## config.mk

```make
export PLATFORM = sky130hd
export DESIGN_NAME = i2c_scl_gen
export DESIGN_NICKNAME = d
export VERILOG_FILES = /design/src/rtl/i2c_scl_gen.sv
export SDC_FILE = /design/constraint.sdc
export NUM_CORES = 1
export LEC_CHECK = 0
export CAP_MARGIN = 30
export CORE_ASPECT_RATIO = 1.4
export CORE_UTILIZATION = 30
export CTS_BUF_LIST = sky130_fd_sc_hd__clkbuf_4 sky130_fd_sc_hd__clkbuf_8
export DETAILED_ROUTE_END_ITERATION = 7
export GPL_TIMING_DRIVEN = 0
export MAX_ROUTING_LAYER = met4
export PLACE_DENSITY = 0.45
export SYNTH_ARGS = -nofsm -noshare
export SYNTH_HDL_FRONTEND = slang
export SYNTH_SLANG_ARGS = --single-unit
```

## constraint.sdc

```tcl
create_clock -name CLK -period 1.8 [get_ports CLK]
set_input_delay 0.18 -clock CLK [delete_from_list [all_inputs] [get_ports CLK]]
set_output_delay 0.18 -clock CLK [all_outputs]
set_load 0.01 [all_outputs]
```

## src/rtl/i2c_scl_gen.sv

```systemverilog
// i2c_scl_gen: I2C SCL clock generator with mid-phase ticks for SDA
// change/sample timing. Speeds 100 kHz / 400 kHz / 1 MHz derived from
// CLK_FREQ_HZ. Optional clock stretching support is built when the macro
// SCL_STRETCH_EN is defined; otherwise the low phase goes straight to
// the high phase and scl_in is ignored.
module i2c_scl_gen #(
    parameter int CLK_FREQ_HZ     = 50_000_000,
    parameter int STRETCH_TIMEOUT = 1_250_000
) (
    input  logic       CLK,
    input  logic       rst,
    input  logic       en,
    input  logic [1:0] mode,
    input  logic       scl_in,
    output logic       scl_o,
    output logic       tick_low_mid,
    output logic       tick_high_mid,
    output logic       tick_fall,
    output logic       busy,
    output logic       stretch_timeout
);

    // Half-period lengths in CLK cycles; standard mode is the longest.
    localparam int HALF_SM = CLK_FREQ_HZ / (2 * 100_000);
    localparam int HALF_FM = CLK_FREQ_HZ / (2 * 400_000);
    localparam int HALF_FP = CLK_FREQ_HZ / (2 * 1_000_000);
    localparam int CW      = $clog2(HALF_SM) + 1;

    typedef enum logic [1:0] {
        IDLE,
        LOW,
        HIGH_WAIT,
        HIGH
    } state_t;

    state_t        state;
    logic [CW-1:0] cnt;
    logic [CW-1:0] half_q;
    logic [CW-1:0] half_sel;
    logic [CW-1:0] last_cnt;
    logic [CW-1:0] mid_cnt;

`ifdef SCL_STRETCH_EN
    localparam int SW = $clog2(STRETCH_TIMEOUT + 1);

    logic [1:0]    sync_q;
    logic          scl_sync;
    logic [SW-1:0] stretch_cnt;
    logic          to_q;

    // Two-flop synchroniser for the external SCL level; idles released.
    always_ff @(posedge CLK or negedge rst) begin
        if (!rst) begin
            sync_q <= 2'b11;
        end else begin
            sync_q <= {sync_q[0], scl_in};
        end
    end

    assign scl_sync        = sync_q[1];
    assign stretch_timeout = to_q;
`else
    logic unused_scl_in;

    assign unused_scl_in   = scl_in;
    assign stretch_timeout = 1'b0;
`endif

    // Map the speed select to a half-period; reserved code runs standard mode.
    always_comb begin
        case (mode)
            2'b01:   half_sel = CW'(HALF_FM);
            2'b10:   half_sel = CW'(HALF_FP);
            default: half_sel = CW'(HALF_SM);
        endcase
    end

    assign last_cnt = half_q - 1'b1;
    assign mid_cnt  = (half_q >> 1) - 1'b1;

    // Phase sequencer: the speed is latched on leaving IDLE, and an
    // en drop only takes effect at the end of a full high phase.
    always_ff @(posedge CLK or negedge rst) begin
        if (!rst) begin
            state  <= IDLE;
            cnt    <= '0;
            half_q <= CW'(HALF_SM);
            scl_o  <= 1'b1;
`ifdef SCL_STRETCH_EN
            stretch_cnt <= '0;
            to_q        <= 1'b0;
`endif
        end else begin
            case (state)
                IDLE: begin
                    cnt <= '0;
`ifdef SCL_STRETCH_EN
                    if (!en) begin
                        to_q <= 1'b0;
                    end
`endif
                    if (en) begin
                        state  <= LOW;
                        scl_o  <= 1'b0;
                        half_q <= half_sel;
                    end
                end
                LOW: begin
                    if (cnt == last_cnt) begin
                        cnt   <= '0;
                        scl_o <= 1'b1;
`ifdef SCL_STRETCH_EN
                        state       <= HIGH_WAIT;
                        stretch_cnt <= '0;
`else
                        state <= HIGH;
`endif
                    end else begin
                        cnt <= cnt + 1'b1;
                    end
                end
                HIGH_WAIT: begin
`ifdef SCL_STRETCH_EN
                    if (scl_sync) begin
                        state <= HIGH;
                        cnt   <= '0;
                    end else if (stretch_cnt == SW'(STRETCH_TIMEOUT - 1)) begin
                        state <= IDLE;
                        to_q  <= 1'b1;
                        scl_o <= 1'b1;
                    end else begin
                        stretch_cnt <= stretch_cnt + 1'b1;
                    end
`else
                    state <= HIGH;
                    cnt   <= '0;
`endif
                end
                HIGH: begin
                    if (cnt == last_cnt) begin
                        cnt <= '0;
                        if (en) begin
                            state <= LOW;
                            scl_o <= 1'b0;
                        end else begin
                            state <= IDLE;
                        end
                    end else begin
                        cnt <= cnt + 1'b1;
                    end
                end
                default: state <= IDLE;
            endcase
        end
    end

    // Ticks decode the registered phase position; the fall tick wins if a
    // very short half-period would put the low midpoint on count zero.
    always_comb begin
        tick_fall     = (state == LOW) && (cnt == '0);
        tick_low_mid  = (state == LOW) && (cnt == mid_cnt) && (cnt != '0);
        tick_high_mid = (state == HIGH) && (cnt == mid_cnt);
        busy          = (state != IDLE);
    end

endmodule

```

* After elaboration in Yosys (flattened, before gate mapping)
Index checks and enable logic that the tools add are counted.
Operators by class: add/sub/neg operators 3, eq/ne operators 10, multiplexer cells 12, reduce and logical (&&, ||, !) cells 14
Operators with widths (count):
- 9-bit equality test | 2
- 9-bit one-hot mux with 2 select lines | 1
- 8-bit one-hot mux with 2 select lines | 1
- 9-bit by 1-bit adder with 9-bit output (second input constant) | 1
- 9-bit logical NOT | 1
- 9-bit two-way mux | 1
- 9-bit nonzero test | 1
- 8-bit by 1-bit subtractor with 9-bit output (second input constant) | 1
- 9-bit by 1-bit subtractor with 9-bit output (second input constant) | 1
- 2-bit one-hot mux with 4 select lines | 1
- 2-bit equality test (second input constant) | 3
- 2-bit two-way mux | 3
- 2-bit != test (second input constant) | 3
- 3-bit AND reduction | 2
- 2-bit by 1-bit equality test with 1-bit output (second input constant) | 2
- 1-bit logical AND | 4
- 1-bit two-way mux | 4
- 2-bit OR reduction | 2
- 1-bit one-hot mux with 3 select lines | 1
- 3-bit nonzero test | 1
- 2-bit logical NOT | 1
- 2-bit AND reduction | 1
- 2-bit nonzero test | 1
Word-level totals: register bits after elaboration 21, input bits 6, output and inout bits 6, word-level logic and storage cells 43

* Depth between registers and ports, before layout
depth after elaboration 4, mapped depth 6, depth with buffers taken out 6

* Least setup slack after synthesis
No wires, ideal clock.
path type flip-flop to flip-flop, start register half_q[5], end register state[0], library setup time 0.124 ns, arrival time 1.732 ns, required time 1.676 ns, setup slack -0.056 ns, cell stages (with the launch flop) 7, buffers on the path 0, period minus slack after synthesis 1.856 ns, cells stage by stage dfstp_2 -> inv_1 -> ha_1 -> a21boi_1 -> xor2_1 -> a41oi_1 -> o31a_1
On the way: word-level cells in the longest chain between the ends 4, elaborated cells between the ends (all ways) 5, classes of those cells 1 x add/sub; 3 x eq/ne; 1 x reduce/logical
RTL lines:
- start: declaration | line 38 | logic [CW-1:0] half_q;
- start signal: assignment | line 87 | half_q <= CW'(HALF_SM);
- start signal: assignment | line 105 | half_q <= half_sel;
- 9-bit by 1-bit subtractor with 9-bit output * | line 78 | assign last_cnt = half_q - 1'b1;
- 9-bit equality test * | line 109, 140
- 2-bit != test (no line)
- 3-bit AND reduction (no line) *
- end signal: assignment | line 85 | state <= IDLE;
- end signal: assignment | line 143 | state <= LOW;
- end signal: assignment | line 146 | state <= IDLE;
- end: declaration | line 36 | state_t state;
Mark *: on every way between the ends. The rest lies on a longest branch, timed or not. A chain may end at the register's enable or synchronous reset.

* Worst setup path in the final report
start register half_q[5], end output port tick_low_mid
On the way: word-level cells in the longest chain between the ends 4
RTL lines:
- 8-bit by 1-bit subtractor with 9-bit output | line 79 | assign mid_cnt = (half_q >> 1) - 1'b1;
- 9-bit equality test | line 161 | tick_low_mid = (state == LOW) && (cnt == mid_cnt) && (cnt != '0);
- 1-bit logical AND (2 in series) | line 161
- end: declaration | line 16 | output logic tick_low_mid,
Every way passes these cells.

==> results_dict.tcl <==
set metrics [dict create \
    rsz0062_at_grt "true" \
    syn-num-nets 148 \
    rr_endpoint "scl_o" \
    layout_common_cells "inv_1, dfrtp_1, nor2_1" \
    post_drt_via_cell_ratio 4.97 \
    die_h_um 77.7 \
    reg2reg_setup_slack_ns -0.31 \
    cp.arrival_ns 1.93 \
    drt_iter0_drc 49 \
    critPathKind "reg -> out" \
    drive_above_1_share_pct 29.9 \
    cts_buffers 3 \
    fp.dieW_um 56.1 \
    yosysWarnings 0 \
    wire_per_inst_um 14.4 \
    fin_nets 167 \
    antenna_found_initial 0 \
    core-area_mm2 0.00392 \
    cts_tree "done" \
    row_count 27 \
    finalSetupTns_ns -2.41 \
    final.min_clock_period_ns 2.11 \
    globalRouteTotalUtil_pct 13.9 \
    violations "setup timing" \
    leakagePower_uw 0.000721 \
    power_frac_comb_pct 62.7 \
    fin_skew_ns 0.00700 \
    required_ns 1.62 \
    p_clk_share_pct 12.2 \
    max_freq_mhz 474 \
    num_antenna_cells 0 \
    dpl_worst_slack_ns -0.649 \
    vias 944 \
    pwr-share-seq_pct 25.1 \
    drv_slew 0 \
    final_common_cell "inv_1" \
    clock-root-buffer "clkbuf_8" \
    initial_core_util_pct 31.3 \
    crit_path_max_fanout 2 \
    outcome "complete, but fails checks" \
    ant_nets 0 \
    worst_slack_ns -0.312 \
    synth_area_per_cell_um2 9.51 \
    grt_pass1_vias 1012 \
    hold_class "in -> async" \
    clk_pin_slew_ns 0.07 \
    area_delta_synth_final_pct 29.4 \
    setup_viol 14 \
    maxCapViolations 0 \
    clk_latency_ns 0.26 \
    die_area_mm2 0.00436 \
    yosysSeqAreaShare_pct 32.9 \
    netlist_area_mm2 0.00123 \
    drc_errors 0 \
    synth_cells 129 \
    worstReg2RegStart "half_q[5]" \
    ios 12 \
    p_sw_share_pct 45.1 \
    switching_power_uw 1110 \
    hold_viol_final 0 \
    finalCritPeriodShare_pct 117 \
    clk_path_buf_depth 2 \
    grt_pass1_wl_um 4600 \
    grt_max_degree 17 \
    ys_types 39 \
    p_int_uw 1350 \
    final_cells 190 \
    reg2reg_depth 8 \
    peakVddDrop_v 0.000654 \
    max_slew_margin_pct 49.6 \
    port_buffers 9 \
    end_kind "output port" \
    tightest_slew_ns 0.753 \
    drtPass1Iterations 4 \
    grt-ovfl-total 0 \
    drt-total-wl_um 2740 \
    cts.sinks 16 \
    place_congestion 0.740 \
    htreeDepth 1 \
    ys_ff_latch 16 \
    cp-start-kind "register" \
    place_inst 181 \
    cellPowerDensity_mw_per_mm2 1540 \
    hpwlAfterDp_um 1990 \
]
## registers in the layout (all words and copies together), names as in the netlist
name	flops
cnt	9
half_q	4
scl_o	1
state	2
## synth_stat cells
library cell	number	area share (%)
a21boi_1	1	0.61
o31a_1	1	0.71
o41ai_1	1	0.71
nand3_1	5	2.0
dfrtp_1	13	27
a41oi_1	1	0.71
and4_1	2	1.4
ha_1	13	13
xnor2_1	8	5.7
a22o_1	1	0.71
inv_1	15	4.6
conb_1	1	0.31
a21oi_1	2	0.82
and3_2	1	0.61
a211o_1	2	1.4
o41ai_2	1	1.3
nor2_1	12	3.7
or3_4	1	0.92
buf_2	3	1.2
or2b_1	1	0.61
nand2_1	4	1.2
and2_1	3	1.5
a41o_1	1	0.82
xor2_1	8	5.7
nand4_1	4	2.0
a31o_1	1	0.71
and3_1	3	1.5
o32ai_1	1	0.71
and3b_1	1	0.71
xor2_2	1	1.3
a2111oi_1	1	0.82
mux2_2	3	2.8
or3_1	1	0.51
buf_4	1	0.61
buf_6	2	1.8
o21ai_0	3	1.2
dfstp_2	3	6.4
nor4_1	2	1.0
and2b_1	1	0.61
## metrics by stage
| step | utilization, % | cell area [um^2] | power (uW) | hold WS [ns] |
|---|---|---|---|---|
| 2_1_floorplan | - | 1240 | 1490 | -0.116 |
| 3_3_place_gp | 35.4 | 1390 | 1800 | 0.515 |
| 3_5_place_dp | 35.4 | 1390 | 1810 | 0.524 |
| 4_1_cts | 40.0 | 1570 | 2400 | 0.399 |
| 5_1_grt | 40.5 | 1590 | 2640 | 0.429 |
| 6_report | 40.5 | 1590 | 2450 | 0.366 |
## timing repair
| action | 4_1_cts | 5_1_grt |
|---|---|---|
| hold buffers | 0 | 0 |
| pin swaps | 11 | 3 |
| endpoints found under the hold margin | 0 | 0 |
| setup buffers | 5 | 0 |
| setup endpoints to repair | 16 | 16 |
| resized for setup | 24 | 6 |
## worst max path at each step
stage                         to      start  depth (start not counted)  slack, ns
detailed placement  tick_low_mid  half_q[5]                          7      -0.65
finish              tick_low_mid  half_q[5]                          7      -0.31
global route        tick_low_mid  half_q[5]                          7      -0.42
floorplan               state[0]  half_q[5]                          6      0.005
CTS                 tick_low_mid  half_q[5]                          7      -0.42
global placement    tick_low_mid  half_q[5]                          7      -0.60
## logic make-up (layout without fill, tap and decap cells)
logic type / count (synthesis) / after routing / share of synthesized area (%)
multiplexers: 3 / 3 / 2.75
buffers and inverters: 21 / 39 / 8.26
XOR/XNOR: 17 / 17 / 12.7
AO/OA/AOI/OAI: 17 / 17 / 11.3
AND/OR/NAND/NOR: 41 / 41 / 18.5
other: 1 / 1 / 0.306
flip-flops: 16 / 16 / 32.9
adder cells (fa/ha/maj): 13 / 13 / 13.3
## power by group through the flow
stage | Sequential [uW] | Clock [uW] | Combinational [uW]
floorplan | 603 | 0 | 888
global placement | 639 | 0 | 1160
detailed placement | 642 | 0 | 1170
CTS | 619 | 313 | 1470
global route | 627 | 329 | 1680
finish | 615 | 299 | 1540
## worst max-delay path, cell delays in order (launching register included)
cell       delay (ns)
dfstp_2          0.54
inv_2            0.05
buf_4            0.15
ha_4             0.17
xnor2_2          0.14
a2111oi_4        0.31
and3_1           0.20
buf_2            0.12
## metal layers
metal / routed length, um / track usage [%] / up-vias
met5: 0 / - / -
met3: 54 / 2.17 / 5
met1: 1140 / 14.3 / 461
met4: 56 / 7.07 / 0
li1: - / - / 468
met2: 1490 / 25.2 / 10
## final cells by class
type	instances	area [um^2]
fillers	405	2330
multi-input cells	92	867
flip-flops and latches	16	404
repair buffers	14	113
inverters	15	56.3
well taps	43	53.8
clock buffers	4	48.8
plain buffers	6	45.0
(Power assumes the default switching activity.)
